[config.mk]
export PLATFORM = sky130hd
export DESIGN_NAME = io_bridge
export DESIGN_NICKNAME = d
export VERILOG_FILES = /design/src/rtl/io_bridge.sv
export SDC_FILE = /design/constraint.sdc
export NUM_CORES = 1
export LEC_CHECK = 0
export BUFFER_PORTS_ARGS = -buffer_cell sky130_fd_sc_hd__clkbuf_2
export CAP_MARGIN = 10
export CORE_ASPECT_RATIO = 0.7
export CORE_MARGIN = 1.5
export CORE_UTILIZATION = 57
export DETAILED_ROUTE_END_ITERATION = 10
export GPL_ROUTABILITY_DRIVEN = 0
export MAX_ROUTING_LAYER = met4
export PLACE_DENSITY = 0.84
export SLEW_MARGIN = 10
export SYNTH_ARGS = -nofsm -noshare
export SYNTH_HDL_FRONTEND = slang
export SYNTH_SLANG_ARGS = --single-unit
[constraint.sdc]
create_clock -name clk -period 4.7 [get_ports clk]
set_clock_uncertainty 0.15 [all_clocks]
set_input_delay 0.47 -clock clk [delete_from_list [all_inputs] [get_ports clk]]
set_output_delay 0.47 -clock clk [all_outputs]
set_load 0.01 [all_outputs]
[src/rtl/io_bridge.sv]
// Memory-mapped bridge between the mini_rv data port and the board peripherals:
// display register, debounced slide-switch word and a switch-change flag.
module io_bridge #(
  parameter logic [19:0] DEB_CYCLES = 20'd500000,
  parameter logic [31:0] LED_ADDR   = 32'hFFFF_F000,
  parameter logic [31:0] SW_ADDR    = 32'hFFFF_F070,
  parameter logic [31:0] STAT_ADDR  = 32'hFFFF_F074
) (
  input  logic        clk,
  input  logic        rst_n,
  input  logic [31:0] cpu_addr,
  input  logic        cpu_we,
  input  logic [31:0] cpu_wdata,
  output logic [31:0] cpu_rdata,
  input  logic [23:0] device_sw,
  output logic [31:0] display_number,
  output logic        sw_irq
);

  localparam logic [19:0] DEB_LAST = DEB_CYCLES - 20'd1;

  logic [31:0] display_q, display_d;
  logic [23:0] sw_s1_q, sw_s1_d;
  logic [23:0] sw_s2_q, sw_s2_d;
  logic [23:0] sw_cand_q, sw_cand_d;
  logic [23:0] sw_stable_q, sw_stable_d;
  logic [19:0] deb_cnt_q, deb_cnt_d;
  logic        sw_chg_q, sw_chg_d;

  logic hit_led, hit_sw, hit_stat;
  logic chg_set, chg_clr;
  logic unused_addr_bits;

  // Byte offset within the word plays no part in decode.
  assign unused_addr_bits = ^cpu_addr[1:0];

  assign hit_led  = (cpu_addr[31:2] == LED_ADDR[31:2]);
  assign hit_sw   = (cpu_addr[31:2] == SW_ADDR[31:2]);
  assign hit_stat = (cpu_addr[31:2] == STAT_ADDR[31:2]);

  always_comb begin
    display_d   = display_q;
    sw_s1_d     = device_sw;
    sw_s2_d     = sw_s1_q;
    sw_cand_d   = sw_cand_q;
    sw_stable_d = sw_stable_q;
    deb_cnt_d   = deb_cnt_q;
    chg_set     = 1'b0;
    chg_clr     = cpu_we && hit_stat && cpu_wdata[0];

    if (cpu_we && hit_led) begin
      display_d = cpu_wdata;
    end

    // Any movement of the synchronised vector restarts the stability window.
    if (sw_s2_q != sw_cand_q) begin
      sw_cand_d = sw_s2_q;
      deb_cnt_d = 20'd0;
    end else if (deb_cnt_q == DEB_LAST) begin
      sw_stable_d = sw_cand_q;
      chg_set     = (sw_cand_q != sw_stable_q);
    end else begin
      deb_cnt_d = deb_cnt_q + 20'd1;
    end

    if (chg_set) begin
      sw_chg_d = 1'b1;
    end else if (chg_clr) begin
      sw_chg_d = 1'b0;
    end else begin
      sw_chg_d = sw_chg_q;
    end
  end

  always_ff @(posedge clk or negedge rst_n) begin
    if (!rst_n) begin
      display_q   <= 32'h0;
      sw_s1_q     <= 24'h0;
      sw_s2_q     <= 24'h0;
      sw_cand_q   <= 24'h0;
      sw_stable_q <= 24'h0;
      deb_cnt_q   <= 20'd0;
      sw_chg_q    <= 1'b0;
    end else begin
      display_q   <= display_d;
      sw_s1_q     <= sw_s1_d;
      sw_s2_q     <= sw_s2_d;
      sw_cand_q   <= sw_cand_d;
      sw_stable_q <= sw_stable_d;
      deb_cnt_q   <= deb_cnt_d;
      sw_chg_q    <= sw_chg_d;
    end
  end

  always_comb begin
    cpu_rdata = 32'h0;
    if (hit_led) begin
      cpu_rdata = display_q;
    end else if (hit_sw) begin
      cpu_rdata = {8'h0, sw_stable_q};
    end else if (hit_stat) begin
      cpu_rdata = {31'h0, sw_chg_q};
    end
  end

  assign display_number = display_q;
  assign sw_irq         = sw_chg_q;

endmodule

Word-level counts from Yosys, hierarchy flattened
Cells that the tools add are included.
- bits in registers: 149
- bits in latches: 0
- memory bits (writable): 0
- bits in read-only memories: 0
- input port bits: 91
- output and inout bits: 65
- word-level logic and storage cells: 30
- memories kept: 0
- add/subtract/negate cells: 1
- multiply operators: 0
- div/mod/pow operators: 0
- magnitude comparators: 0
- equality and inequality tests: 7
- shift operators: 0
- muxes and demuxes: 9
- bitwise gates (word level): 1
- reduce and logical (&&, ||, !) cells: 5
- operators by type and width (operator ; number):
    $eq A30 B30 Y1 const B ; 3
    $ne A24 B24 Y1 ; 2
    $mux W20 ; 2
    $mux W32 ; 1
    $mux W24 ; 1
    $add A20 B1 Y20 const B ; 1
    $eq A20 B19 Y1 const B ; 1
    $mux W1 ; 5
    $logic_and A1 B1 Y1 ; 3
    $ne A2 B2 Y1 const B ; 1
    $reduce_and A2 Y1 ; 1
    $reduce_bool A2 Y1 ; 1
    $not A1 Y1 ; 1

Logic depth before layout (Yosys ltp)
Gate-level depths: netlist (run 1).
- word-level depth: 5
- gate-level depth with buffers: 8
- depth with buffers taken out: 6

Worst setup path after synthesis (run 1)
Ideal clock, no wire load.
- kind: in2out
- start: input cpu_addr[7]
- end: output cpu_rdata[10]
- arrival time: 1.667 ns
- data required time: 4.080 ns
- slack: 2.413 ns
- cell stages on the path: 6
- path buffers: 2
- path through: nand4b_1 > nor3_1 > and4_1 > buf_2 > clkbuf_1 > a22o_1
- cells in the longest elaborated chain, start to end: 3
- elaborated cells between the ends (all ways): 4
- classes of those cells: eq/ne: 2; mux: 2
- RTL lines (item ; line ; RTL):
    from (decl) ; 11 ; input logic [31:0] cpu_addr,
    $eq A30 B30 Y1 ; 38 ; assign hit_sw = (cpu_addr[31:2] == SW_ADDR[31:2]);
    $mux W24 ; 99 ; end else if (hit_sw) begin
    $mux W32 (*) ; 97 ; if (hit_led) begin
    to (decl) ; 14 ; output logic [31:0] cpu_rdata,
Mark *: on every way between the ends. The rest lies on a longest branch, timed or not.

Final worst setup path (run 1)
- start: input cpu_addr[7]
- end: output cpu_rdata[13]
The elaborated chain is that of the path after synthesis.

==> results of run 1 <==
==> critical path: stages <==
cell	delay, ns
clkbuf_2	0.08
nand4b_1	0.18
nor3_1	0.25
nand3_1	0.18
nor3_2	0.45
buf_4	0.34
a22o_1	0.19
clkbuf_2	0.14
==> sequential cells by signal (all words and copies together) (netlist names) <==
name,count
sw_cand_q,24
display_number,32
deb_cnt_q,20
sw_s2_q,24
sw_s1_q,24
sw_stable_q,24
sw_irq,1
==> worst max-delay path by stage <==
stage	startpoint	slack [ns]	to
after global routing	cpu_addr[7]	1.64	cpu_rdata[13]
final	cpu_addr[7]	1.79	cpu_rdata[13]
after floorplan	cpu_addr[7]	2.41	cpu_rdata[10]
after detailed placement	cpu_addr[7]	1.82	cpu_rdata[13]
after global placement	cpu_addr[7]	1.87	cpu_rdata[13]
after CTS	cpu_addr[7]	1.81	cpu_rdata[13]
==> stage by stage <==
step,total power [mW],utilization,area [um2],hold slack [ns],cells
3_3_place_gp,1.46,0.663,6890,0.186,701
6_report,3.06,0.748,7770,0.0180,751
2_1_floorplan,1.39,-,6110,0.0244,453
4_1_cts,3.07,0.744,7730,0.00104,746
5_1_grt,3.15,0.748,7770,0.000669,750
3_5_place_dp,1.46,0.663,6890,0.185,701
==> cells in the final DEF, fill, tap and decap left out, types with 9 or more instances in the layout <==
cell / n
nand2_1: 13
mux2_2: 37
clkbuf_2: 152
xnor2_1: 36
mux2_4: 19
nand4_1: 17
nor4_1: 10
xor2_1: 27
nor2_1: 23
dfrtp_1: 149
and2_1: 9
a22o_1: 23
clkbuf_16: 17
dlygate4sd3_1: 17
==> cell type report <==
type	instances	area, um2
antenna	1	2.50
clock buffer	18	439
clock inverter	14	269
fill	610	2620
inverter	3	11.3
multi-input combinational	261	2190
sequential	149	3730
tap	132	165
timing repair buffer	173	965
==> where the power goes <==
part | switching, mW | total (mW) | internal [mW]
clock | 0.532 | 1.60 | 1.07
combinational | 0.0519 | 0.110 | 0.0577
sequential | 0.0273 | 1.34 | 1.31
==> per-layer routing <==
layer | routed length [um] | vias to the layer above | GRT usage
met1 | 6040 | 2045 | 0.330
met2 | 6800 | 148 | 0.449
met3 | 817 | 15 | 0.0776
met5 | 0 | - | -
li1 | - | 1867 | -
met4 | 166 | 0 | 0.0754
==> kinds of logic (layout without fill, tap and decap cells) <==
family / Yosys count / count (layout) / synth area share
adders and majority gates: 1 / 1 / 0.00205
xor gates and xnor gates: 63 / 63 / 0.0903
buffers and inverters: 43 / 208 / 0.0311
and+or+nand+nor: 102 / 102 / 0.102
muxes: 58 / 58 / 0.118
other: 0 / 1 / 0
DFF: 149 / 149 / 0.610
AOI/OAI and AO/OA: 37 / 37 / 0.0465
==> repair_timing <==
action                    4_1_cts  5_1_grt
hold endpoints to repair       13        4
gates resized for setup         0        0
setup buffers                   0        0
hold buffers                   13        4
==> impl_metrics.py, run 1 <==
metrics = {
    "synth": {
        "dominantRegCellSynth": "dfrtp_1",
        "netlist_instances": 453,
        "synth_seq_cells": 149,
        "yosysWarnings": 0,
        "syn_area_um2": 6110,
        "synth_cell_types": 41,
        "synth_area_per_cell_um2": 13.5,
        "netlist_top_cells_area": "dfrtp_1, mux2_2, xnor2_1",
        "synthArstFlopShare": 1.00,
        "netlist_top_cells_count": "dfrtp_1, mux2_2, xnor2_1",
        "synth_edf_count": 0,
        "synth.most_common_cell": "dfrtp_1",
        "netlist.area_leader.share": 0.610,
        "ys_seq_area_frac": 0.610,
        "syn-num-nets": 545,
        "synth_area_leader_cell": "dfrtp_1",
    },
    "die": {
        "ios": 156,
        "dieArea_um2": 11400,
        "die_y_um": 89.6,
        "core_area_um2": 10400,
        "die-width_um": 127,
        "start_util": 0.588,
        "num_rows": 31,
    },
    "drt": {
        "drt-initial-drc-count": 314,
        "detail_route.drc_violations": 0,
        "drtAntennaViolNets": 0,
        "wl_um": 13800,
        "vias": 4075,
        "routed_via_density": 5.43,
        "post_drt_wl_per_cell_um": 18.4,
        "drt_pass1_iterations": 4,
    },
    "global_routing": {
        "track_usage": 0.269,
        "grt_pass1_wl_um": 22000,
        "grt_pass1_vias": 4261,
        "overflow": 0,
        "antenna_found_initial": 0,
        "grt_max_degree": 116,
    },
    "worst_setup_path": {
        "cp-start-kind": "primary input",
        "path_class": "primary input to output pin",
        "worstReg2RegStart": "deb_cnt_q[0]",
        "r2r_end": "sw_stable_q[11]",
        "crit_path_max_fanout": 17,
        "crit_path_end_kind": "output pin",
        "reg2regPathDepth": 6,
        "required_ns": 4.08,
        "cp.arrival_ns": 2.29,
        "r2r_slack_ns": 2.07,
    },
    "timing": {
        "min_period_ns": 2.91,
        "fin_crit_sh": 0.620,
        "fmax_ghz": 0.343,
        "finalSetupViolations": 0,
        "slew_headroom": 0.335,
        "finalHoldViolations": 0,
        "setup_slack_ns": 1.79,
        "worst_slew_pin_slew_ns": 0.998,
        "fin_setup_tns_ns": 0,
        "rsz0062_at_grt": "false",
        "slew_violations": 0,
    },
    "placement": {
        "port_buffers": 153,
        "place_hpwl_um": 9120,
        "post-place-ws_ns": 1.82,
    },
    "layout": {
        "area_growth_syn_to_layout_pct": 27.2,
        "layout.nets": 697,
        "drive_gt1_frac": 0.409,
    },
    "hold_path": {
        "holdPathEnd": "sw_s1_q[14]",
        "hold_class": "primary input to flop",
        "hold_start": "device_sw[14]",
        "whs_path_depth": 1,
    },
    "pwr": {
        "vdd_drop_max_v": 0.000385,
        "p_leak_nw": 3.82,
        "cellPowerDensity_nw_per_um2": 393,
    },
    "clock_network": {
        "cts_tree": "built",
        "clockRootBuffer": "clkbuf_16",
        "clk_latency_ns": 0.42,
        "cts_buffers": 17,
        "cts_max_level": 4,
        "clock_path_buffers": 2,
        "cts_sinks": 149,
        "clk_pin_slew_ns": 0.06,
    },
    "run": {
        "drv_cap": 0,
    },
    "run_status": {
        "status": "complete, no violations",
    },
}
Note: power is estimated with default switching activity, not from simulation.
==> inputs of run 2 (changes only) <==
CORE_UTILIZATION = 53   (was 57)
PLACE_DENSITY = 0.79   (was 0.84)
clock period = 2.9 ns   (was 4.7 ns; I/O delays follow)
==> run 2 against run 1 <==
  * Design area grew 4.3%
  * Worst setup slack lost 1.4 ns
  * Clock power grew 36%
  * First-iteration DRC count shrank 22%
  * Wire length grew 2.3%
  * Via count grew 5.1%
  * Final cell count grew 8.5%
  * Global-route usage shrank 0.75 points
  * Critical endpoint is now sw_stable_q[7]
==> impl_metrics.py, run 2 (synthesized netlist as in run 1, its figures left out) <==
metrics = {
    "run_status": {
        "status": "complete, no violations",
    },
    "drt": {
        "post_drt_wl_per_cell_um": 17.4,
        "detail_route.drc_violations": 0,
        "vias": 4282,
        "wl_um": 14100,
        "drtAntennaViolNets": 0,
        "drt_pass1_iterations": 4,
        "routed_via_density": 5.25,
        "drt-initial-drc-count": 244,
    },
    "worst_setup_path": {
        "cpPeakStageDelay_ns": 0.45,
        "required_ns": 3.05,
        "cp-start-kind": "flop",
        "cp.arrival_ns": 2.65,
        "crit_chain": "ha_1, and4_1, nand2_4, nor2_4, nand3_4, mux2_4",
        "crit_path_end_kind": "flop",
        "crit_path_max_fanout": 25,
        "path_class": "flop to flop",
        "cp_slowest_cell": "mux2_4",
    },
    "die": {
        "ios": 156,
        "die-width_um": 131,
        "die_y_um": 92.9,
        "start_util": 0.549,
        "core_area_um2": 11100,
        "dieArea_um2": 12200,
        "num_rows": 32,
    },
    "placement": {
        "port_buffers": 153,
        "place_hpwl_um": 9600,
    },
    "clock_network": {
        "clock_path_buffers": 2,
        "cts_buffers": 17,
        "clockRootBuffer": "clkbuf_16",
        "cts_tree": "built",
        "clk_pin_slew_ns": 0.06,
        "cts-resized-gates": 0,
        "post_cts_buffers": 0,
        "clk_latency_ns": 0.41,
        "cts_max_level": 4,
        "cts_sinks": 149,
    },
    "timing": {
        "rsz0062_at_grt": "false",
        "holdWs_ns": 0.0281,
        "slew_violations": 0,
        "slew_headroom": 0.452,
        "fin_crit_sh": 0.862,
        "worst_slew_pin_slew_ns": 0.819,
        "fin_setup_tns_ns": 0,
        "min_period_ns": 2.50,
        "fmax_ghz": 0.400,
        "finalHoldViolations": 0,
        "finalSetupViolations": 0,
    },
    "layout": {
        "drive_gt1_frac": 0.387,
        "final_cell_mix": "clkbuf_2, dfrtp_1, dlygate4sd3_1",
        "layout.nets": 740,
        "largest_register_ffs": 32,
        "final_common_cell": "clkbuf_2",
        "area_growth_syn_to_layout_pct": 32.6,
    },
    "global_routing": {
        "track_usage": 0.262,
        "overflow": 0,
        "grt_pass1_wl_um": 23500,
        "antenna_found_initial": 1,
        "grt_pass1_vias": 4579,
        "grt_max_degree": 85,
    },
    "run": {
        "drv_cap": 0,
    },
    "pwr": {
        "cellPowerDensity_nw_per_um2": 564,
        "p_leak_nw": 3.96,
        "vdd_drop_max_v": 0.000441,
    },
    "hold_path": {
        "hold_class": "primary input to flop",
    },
}
==> run 2: cell types whose count changed in the layout (fill, tap and decap cells not counted) <==
cell / change
buf_4: +4
inv_8: +2
clkinv_2: +1
clkinvlp_4: -2
clkbuf_1: +1
clkbuf_8: -1
clkinv_4: +4
dlygate4sd3_1: +39
bufinv_16: -5
==> run 2: layout make-up <==
class	count	area, um2
sequential	149	3730
clock buffer	18	429
antenna	1	2.50
inverter	3	11.3
multi-input combinational	261	2190
timing repair buffer	216	1390
fill	726	3020
tap	153	191
clock inverter	14	166
==> run 2: critical path: cells and delay by family (launching register included) <==
family                   cells  cell delay [ns]
adder cells (fa/ha/maj)      1             0.20
multiplexers                 1             0.45
flip-flops                   1             0.40
AND/OR/NAND/NOR              4             1.17
==> run 2: repair_timing <==
action,CTS,global route
endpoints found under the setup margin,0,0
hold endpoints to repair,135,0
hold buffers,56,0
==> run 2: where the power goes <==
group | switching (mW) | internal, mW
registers | 0.0387 | 2.13
logic | 0.0934 | 0.130
clock network | 0.889 | 1.29
total | 1.02 | 3.55
==> run 2: path summary, 6_finish.rpt <==
check / startpoint / end / slack [ns] / depth (start not counted)
min in group asynchronous: rst_n / display_number[26] / 0.34 / 2
min: cpu_wdata[0] / display_number[0] / 0.03 / 2
max: deb_cnt_q[0] / sw_stable_q[7] / 0.40 / 6
min reg2reg: sw_s1_q[18] / sw_s2_q[18] / 0.20 / 0
max in group asynchronous: rst_n / sw_s2_q[10] / 1.53 / 3
max reg2reg: deb_cnt_q[0] / sw_stable_q[7] / 0.40 / 6
==> run 2: stage by stage <==
| stage | power (mW) | std cells | util | worst slack (ns) | cell area [um2] |
|---|---|---|---|---|---|
| after floorplan | 2.26 | 453 | - | 0.887 | 6110 |
| after global placement | 2.36 | 726 | 0.624 | 0.495 | 6950 |
| after detailed placement | 2.37 | 726 | 0.624 | 0.412 | 6950 |
| after CTS | 4.61 | 814 | 0.728 | 0.389 | 8110 |
| after global routing | 4.74 | 815 | 0.729 | 0.225 | 8110 |
| final | 4.58 | 815 | 0.729 | 0.400 | 8110 |
==> run 2: per-layer routing <==
layer / track usage / vias to the layer above / share of wire
met5: - / - / 0
met4: 0.115 / 0 / 0.025
met3: 0.0739 / 34 / 0.063
met2: 0.426 / 157 / 0.49
met1: 0.310 / 2131 / 0.42
li1: - / 1960 / -
==> inputs of run 3 (changes only) <==
PLACE_DENSITY = 0.77   (was 0.79)
==> run 3 against run 2 <==
  * Clock power fell by 4%
  * Wire length up 1.4%
  * Non-clock buffer count is 1 lower
  * Largest power group is now sequential cells
==> impl_metrics.py, run 3 (synthesized netlist as in run 1, its figures left out) <==
metrics = {
    "layout": {
        "area_growth_syn_to_layout_pct": 32.4,
        "layout.nets": 739,
        "largest_register_ffs": 32,
        "final_common_cell": "clkbuf_2",
        "final_cell_mix": "clkbuf_2, dfrtp_1, dlygate4sd3_1",
        "drive_gt1_frac": 0.386,
        "fin_area_um2": 8100,
        "num_antenna_cells": 0,
    },
    "global_routing": {
        "antenna_found_initial": 0,
        "use_met1": 0.331,
        "track_usage": 0.258,
        "met3_usage": 0.0591,
        "grt-busiest-layer": "met2",
        "grt_max_degree": 69,
        "overflow": 0,
        "grt_pass1_vias": 4511,
        "grt_pass1_wl_um": 23200,
        "grt_use_met2": 0.408,
    },
    "drt": {
        "post_drt_wl_per_cell_um": 17.7,
        "drtAntennaViolNets": 0,
        "drt-initial-drc-count": 290,
        "detail_route.drc_violations": 0,
        "drt_pass1_iterations": 4,
        "routed_via_density": 5.26,
        "vias": 4278,
        "wl_um": 14400,
    },
    "die": {
        "die-width_um": 131,
        "die_y_um": 92.9,
        "start_util": 0.549,
        "core_area_um2": 11100,
        "num_rows": 32,
        "ios": 156,
        "dieArea_um2": 12200,
    },
    "pwr": {
        "p_leak_nw": 3.95,
        "cellPowerDensity_nw_per_um2": 555,
        "totalPowerFinal_mw": 4.49,
        "combinationalPowerShare": 0.050,
        "pwr-share-seq": 0.484,
        "p_int_mw": 3.50,
        "vdd_drop_max_v": 0.000530,
        "switching_share": 0.222,
        "switchingPower_mw": 0.997,
        "p_clk_frac": 0.466,
    },
    "clock_network": {
        "clockRootBuffer": "clkbuf_16",
        "ctsHoldBuffers": 57,
        "clk_latency_ns": 0.42,
        "clk_pin_slew_ns": 0.06,
        "clock_path_buffers": 2,
        "cts_buffers": 17,
        "cts_tree": "built",
        "post_cts_buffers": 0,
        "cts_sinks": 149,
        "cts-resized-gates": 0,
        "cts_max_level": 4,
    },
    "hold_path": {
        "whs_path_depth": 4,
        "hold_start": "cpu_we",
        "hold_class": "primary input to flop",
    },
    "timing": {
        "slew_violations": 0,
        "fin_setup_tns_ns": 0,
        "finalHoldViolations": 0,
        "min_period_ns": 2.54,
        "holdWs_ns": 0.105,
        "fmax_ghz": 0.394,
        "worst_slew_pin_slew_ns": 0.816,
        "slew_headroom": 0.454,
        "setup_slack_ns": 0.359,
        "finalSetupViolations": 0,
        "rsz0062_at_grt": "false",
        "fin_crit_sh": 0.876,
    },
    "run_status": {
        "status": "complete, no violations",
    },
    "worst_setup_path": {
        "crit_path_end_kind": "flop",
        "cp.arrival_ns": 2.68,
        "critPathLaunch": "deb_cnt_q[0]",
        "required_ns": 3.04,
        "worstReg2RegStart": "deb_cnt_q[0]",
        "crit_path_max_fanout": 25,
        "cp-start-kind": "flop",
        "path_class": "flop to flop",
        "reg2regPathDepth": 6,
    },
    "placement": {
        "place_hpwl_um": 9610,
        "dpl_cell_area_um2": 6950,
        "post-place-ws_ns": 0.413,
        "port_buffers": 153,
    },
    "run": {
        "drv_cap": 0,
    },
}
run 3: cell types whose count changed in the layout (fill, tap and decap cells not counted), moves of 2 or more:
| cell | before | now |
|---|---|---|
| buf_4 | 7 | 4 |
| clkbuf_8 | 0 | 2 |
| clkinvlp_4 | 0 | 2 |
| inv_6 | 4 | 2 |
| inv_8 | 2 | 0 |
run 3: worst paths after layout:
check                                        to  slack, ns
worst max register to register  sw_stable_q[14]       0.36
worst max-delay path            sw_stable_q[14]       0.36
min in group asynchronous           sw_s1_q[23]       0.24
worst min register to register       sw_s2_q[3]       0.20
worst min-delay path                     sw_irq       0.10
max in group asynchronous        sw_stable_q[3]       1.62
run 3: power by group through the flow:
stage                     clock [mW]  combinational, mW  sequential [mW]
after floorplan                    0             0.0593             2.20
after global placement             0              0.160             2.21
after detailed placement           0              0.164             2.21
after CTS                       2.13              0.226             2.18
after global routing            2.23              0.248             2.18
final                           2.09              0.224             2.18
run 3: layer usage:
layer,vias up,share of wire
li1,1952,-
met1,2166,0.44
met2,146,0.49
met3,14,0.054
met4,0,0.011
met5,-,0
run 3: area by class of cell:
cell class	count	area, um2
clock buffer	19	453
clock inverter	13	125
fill	732	3030
inverter	3	11.3
multi-input combinational	261	2190
sequential	149	3730
tap	153	191
timing repair buffer	215	1390
run 3: metrics by stage:
stage	std cells	util
floorplan	453	-
global placement	724	0.624
detailed placement	724	0.624
CTS	813	0.727
global route	813	0.727
finish	813	0.727
run 3: critical path: stages (launching register included):
cell and delay (ns):
dfrtp_1 0.42, ha_1 0.22, and4_1 0.39, nand2_4 0.13, nor2_4 0.23, nand3_4 0.41
mux2_4 0.45
